===== src/rtl/timer_clock_div_pkg.sv =====
// Shared timer constants and a helper for sizing clock dividers.
package timer_clock_div_pkg;

  localparam int unsigned CLK_FREQ_HZ         = 50000000;
  localparam int unsigned DEFAULT_HALF_PERIOD = 25000000;

  // Half-period in CLK_IN cycles for a 50 % square wave at freq_hz.
  function automatic int unsigned half_period_for(input int unsigned freq_hz);
    return CLK_FREQ_HZ / (2 * freq_hz);
  endfunction

endpackage


===== src/rtl/timer_clock_div.sv =====
// Free-running divider: 50 % duty CLK_OUT plus a one-cycle TICK on each CLK_OUT rise.
module timer_clock_div
  import timer_clock_div_pkg::*;
#(
  parameter int HALF_PERIOD = int'(DEFAULT_HALF_PERIOD)
) (
  input  logic CLK_IN,
  input  logic RST_N,
  input  logic EN,
  output logic CLK_OUT,
  output logic TICK
);

  localparam int CNT_W = (HALF_PERIOD > 1) ? $clog2(HALF_PERIOD) : 1;

  if (HALF_PERIOD < 1) begin : gen_bad_half_period
    $error("timer_clock_div: HALF_PERIOD must be >= 1");
  end

  localparam logic [CNT_W-1:0] TermCnt = CNT_W'(HALF_PERIOD - 1);

  logic [CNT_W-1:0] cnt_q, cnt_d;
  logic             clk_out_q, clk_out_d;
  logic             tick_q, tick_d;

  // Explicit wrap at TermCnt so the counter never runs past HALF_PERIOD-1.
  always_comb begin
    cnt_d     = cnt_q;
    clk_out_d = clk_out_q;
    tick_d    = 1'b0;
    if (EN) begin
      if (cnt_q == TermCnt) begin
        cnt_d     = '0;
        clk_out_d = ~clk_out_q;
        tick_d    = ~clk_out_q;
      end else begin
        cnt_d = cnt_q + CNT_W'(1);
      end
    end
  end

  always_ff @(posedge CLK_IN or negedge RST_N) begin
    if (!RST_N) begin
      cnt_q     <= '0;
      clk_out_q <= 1'b0;
      tick_q    <= 1'b0;
    end else begin
      cnt_q     <= cnt_d;
      clk_out_q <= clk_out_d;
      tick_q    <= tick_d;
    end
  end

  assign CLK_OUT = clk_out_q;
  assign TICK    = tick_q;

endmodule


===== config.mk =====
export PLATFORM = sky130hd
export DESIGN_NAME = timer_clock_div
export DESIGN_NICKNAME = d
export VERILOG_FILES = /design/src/rtl/timer_clock_div_pkg.sv /design/src/rtl/timer_clock_div.sv
export SDC_FILE = /design/constraint.sdc
export NUM_CORES = 1
export LEC_CHECK = 0
export BUFFER_PORTS_ARGS = -buffer_cell sky130_fd_sc_hd__buf_2
export CORE_MARGIN = 4
export CORE_UTILIZATION = 34
export DETAILED_ROUTE_END_ITERATION = 6
export PLACE_DENSITY = 0.57
export REMOVE_ABC_BUFFERS = 1
export SETUP_SLACK_MARGIN = 0.15
export SYNTH_ARGS = -nofsm -noshare
export SYNTH_HDL_FRONTEND = slang
export SYNTH_SLANG_ARGS = --single-unit

===== constraint.sdc =====
create_clock -name CLK_IN -period 1.7 [get_ports CLK_IN]
set_input_delay 0.34 -clock CLK_IN [delete_from_list [all_inputs] [get_ports CLK_IN]]
set_output_delay 0.34 -clock CLK_IN [all_outputs]
set_load 0.005 [all_outputs]

# --- Yosys cells after proc, flatten, opt, wreduce, memory -nomap -nowiden ---
# Cells that the tools add are included.
totals:
  regBits: 27
  input_bits: 3
  output_inout_bits: 2
  elab_cells: 10
op_classes:
  n_addsub: 1
  n_eq_ne: 1
  muxes: 3
  bitwise: 1
  reduce_logical: 1
op_table:
  columns: ["cell", "n"]
  rows:
  - ["adder 25 x 1 -> 25 bit (second input constant)", 1]
  - ["equality test 25 bit (second input constant)", 1]
  - ["two-way mux 25 bit", 1]
  - ["two-way mux 1 bit", 2]
  - ["AND reduction 2 bit", 1]
  - ["inverter 1 bit", 1]

# --- Longest topological paths before layout ---
logic_depth:
  ltp_word: 3
  depth_mapped: 6
  depth_no_buf: 5

# --- Least setup slack after synthesis ---
# Ideal clock, no wire load.
synth_path:
  kind: "reg-to-reg"
  start: "register cnt_q[7]"
  end: "register cnt_q[22]"
  setup_time_ns: 0.134
  t_arrival_ns: 1.605
  required_time_ns: 1.566
  slack_ns: -0.039
  stages_incl_launch_ff: 6
  n_path_buf: 1
  period_less_slack_ns: 1.739
  path_cell_list: "dfrtp_1 -> or4_4 -> nor4_4 -> and4_4 -> buf_6 -> a21oi_1"
synth_between:
  elab_chain_cells: 2
  word_cells_on_any_way: 3
  classes_between: "1 x add/sub; 1 x eq/ne; 1 x mux"
synth_lines:
  columns: ["element", "line_no", "rtl"]
  rows:
  - ["start, declared", "timer_clock_div.sv:22", "logic [CNT_W-1:0] cnt_q, cnt_d;"]
  - ["start signal, assigned", "timer_clock_div.sv:48", "cnt_q <= cnt_d;"]
  - ["adder 25 x 1 -> 25 bit or equality test 25 bit (tied branches)", "timer_clock_div.sv:37, timer_clock_div.sv:32", null]
  - ["two-way mux 25 bit *", "timer_clock_div.sv:32", "if (cnt_q == TermCnt) begin"]
# Mark *: on every way between the ends. The rest lies on a longest branch, timed or not.
# A chain may end at the register's enable or synchronous reset.

# --- Final worst setup path ---
layout_path:
  start: "register cnt_q[10]"
  end: "register clk_out_q, in the netlist CLK_OUT"
layout_between:
  elab_chain_cells: 2
layout_lines:
  columns: ["element", "line_no", "rtl"]
  rows:
  - ["equality test 25 bit", "timer_clock_div.sv:32", null]
  - ["AND reduction 2 bit (no line)", null, null]
  - ["end signal, assigned", "timer_clock_div.sv:49", "clk_out_q <= clk_out_d;"]
  - ["end, declared", "timer_clock_div.sv:23", "logic clk_out_q, clk_out_d;"]
# Every way passes these cells.

==> out/results.ini <==
[drt]
dr.pass1.iters = 4
drc = 0
routed_wl_mm = 2.91
drt_iter0_drc = 59
antenna_left = 0
vias = 1089
via_per_inst = 5.39
wl_per_cell_um = 14.4

[setup_path]
cp-end-kind = register
crit_type = register to register
rr_worst_depth = 4
worstPathArrival_ns = 1.88
path_max_fanout = 13
required_ns = 1.89
cp-start-kind = register

[layout]
fillers = 400
finalNonFillerCells = 202
layout_commonest_cell = dfrtp_1
area_delta_synth_final_pct = 15.5
mostFrequentLayoutCells = 27 x dfrtp_1, 13 x nand4_1, 13 x buf_4
finalNetCount = 157
multi_input_area_um2 = 696
n_antenna_cell = 0
seq_area_um2 = 676
drive_above_1_share = 0.191

[clock_tree]
root_buffer = clkbuf_8
clock_latency_ns = 0.27
cts_tree = yes
cts_buffers = 3
ctsHoldBuffers = 0
cts.sinks = 27
cts.clk_slew.worst_paths_ns = 0.09
clockBufferDepth = 2
h-tree-depth = 1

[placement]
hpwl_mm = 2.22
routabilityCongestion = 0.839
place_inst = 198
io_buffer_count = 4

[floorplan]
core_um2 = 3970
die_x_um = 72
io_pins = 5
die_y_um = 72
dieArea_um2 = 5180
start_util = 0.351
num_rows = 23

[sta]
fin_crit_sh = 0.996
finClkSkew_ns = 0.00681
relSlewSlack = 0.611
rsz0062_at_grt = true
hold_violations = 0
setup_violations = 0
drv_slew = 0
fmax_mhz = 591
final.min_clock_period_ns = 1.69
worst_slew_pin_slew_ns = 0.583

[job]
max_cap_violations = 0

[logic_synthesis]
ys_types = 31
netlist_area_um2 = 1390
synth.yosys.seq_area_share = 0.485
synthArstFlopShare = 1.00
syn_inst = 135
synth.avg_cell_area_um2 = 10.3
synth_warnings = 0
ys_ff_latch = 27
yosys_most_used_dff = dfrtp_1
synth-edff-count = 0

[power_and_ir_drop]
finalPower_uw = 1280
leakagePower_uw = 0.000718
ir_drop_mv = 0.492
pwr_density_cell_nw_per_um2 = 798

[min_path]
hp-class = input port to asynchronous set/reset pin

[grt]
grt.overflow.total = 0
grtUsageTotal = 0.125
antenna_found_initial = 0
grt_pass1_vias = 1113
grt_pass1_wl_mm = 5.15
grt_max_degree = 28

[run_status]
status = finished, final reports clean

[timing repair]
action                     4_1_cts  5_1_grt
pin swaps                        3        1
resized for setup                1        4
setup buffers                    0        0
setup endpoints to repair       17       21
[layer usage]
metal	global-route usage	vias up	part of all wire	wire, µm
met5	0	-	0	0
met4	0.0313	0	0.013	38
met3	0.0305	4	0.029	83
met2	0.191	15	0.45	1290
met1	0.177	530	0.51	1490
li1	-	540	-	-
[final cells by class]
type,instances,area share
timing repair buffer,17,0.0731
sequential,27,0.420
inverter,3,0.00700
tap,50,0.0389
clock buffer,3,0.0257
multi-input combinational,101,0.432
clock inverter,1,0.00311
[worst max-delay path: stages (launching register included)]
cell and delay, ns:
dfrtp_1 0.39, or4_4 0.54, nor4_4 0.16, and4_4 0.36
xor2_1 0.16
[flip-flops by register name, indices dropped and copies added, names as in the netlist]
name	cells
CLK_OUT	1
TICK	1
cnt_q	25
[cells in the mapped netlist (2+ instances only)]
master | instances | share of area
dfrtp_1 | 27 | 0.49
nor2_1 | 10 | 0.027
or3_1 | 5 | 0.022
and3_1 | 5 | 0.022
nand2_1 | 8 | 0.022
a21oi_1 | 7 | 0.025
o21ai_0 | 5 | 0.018
clkbuf_1 | 3 | 0.0081
xor2_1 | 6 | 0.038
nand3b_1 | 2 | 0.011
nand3_1 | 6 | 0.022
nand4_1 | 13 | 0.058
xnor2_1 | 9 | 0.057
inv_1 | 3 | 0.0081
and4_1 | 9 | 0.057
a22o_1 | 2 | 0.013
[final timing paths]
kind	start	endpoint	slack, ns
worst min register to register	CLK_OUT$_DFFE_PN0P_	TICK$_DFF_PN0_	0.48
max in group asynchronous	RST_N	cnt_q[15]$_DFFE_PN0P_	1.25
worst max register to register	cnt_q[10]$_DFFE_PN0P_	CLK_OUT$_DFFE_PN0P_	0.007
worst max-delay path	cnt_q[10]$_DFFE_PN0P_	CLK_OUT$_DFFE_PN0P_	0.007
min in group CLK_IN	EN	TICK$_DFF_PN0_	0.39
worst min-delay path	RST_N	cnt_q[22]$_DFFE_PN0P_	0.06
[power breakdown]
group	internal [µW]	total, µW	leakage [µW]	switching, µW
Sequential	700	773	0.000357	72.9
Clock	164	351	0.0000255	187
Combinational	79.0	159	0.000336	80.0
[through the flow]
step                      hold slack, ns  setup WS [ns]  setup TNS, ns  cell area (µm²)   util
final                             0.0603        0.00748              0             1610  0.405
after CTS                         0.0741        -0.0162        -0.0162             1600  0.404
after global placement             0.370         0.0383              0             1550  0.390
after floorplan                   0.0444        -0.0127        -0.0127             1370      -
after global routing               0.111        -0.0741         -0.447             1610  0.405
after detailed placement           0.379         0.0154              0             1550  0.390
[kinds of logic (layout without fill, tap and decap cells)]
family | count (synthesis) | after routing | synth area share
AO/OA/AOI/OAI | 20 | 20 | 0.0908
XOR/XNOR | 15 | 15 | 0.0943
adder cells (fa/ha/maj) | 1 | 1 | 0.00898
buffers and inverters | 7 | 24 | 0.0243
flip-flops | 27 | 27 | 0.485
multiplexers | 1 | 1 | 0.00719
AND/OR/NAND/NOR | 64 | 64 | 0.289
No activity file was read; power rests on OpenSTA's default activity.
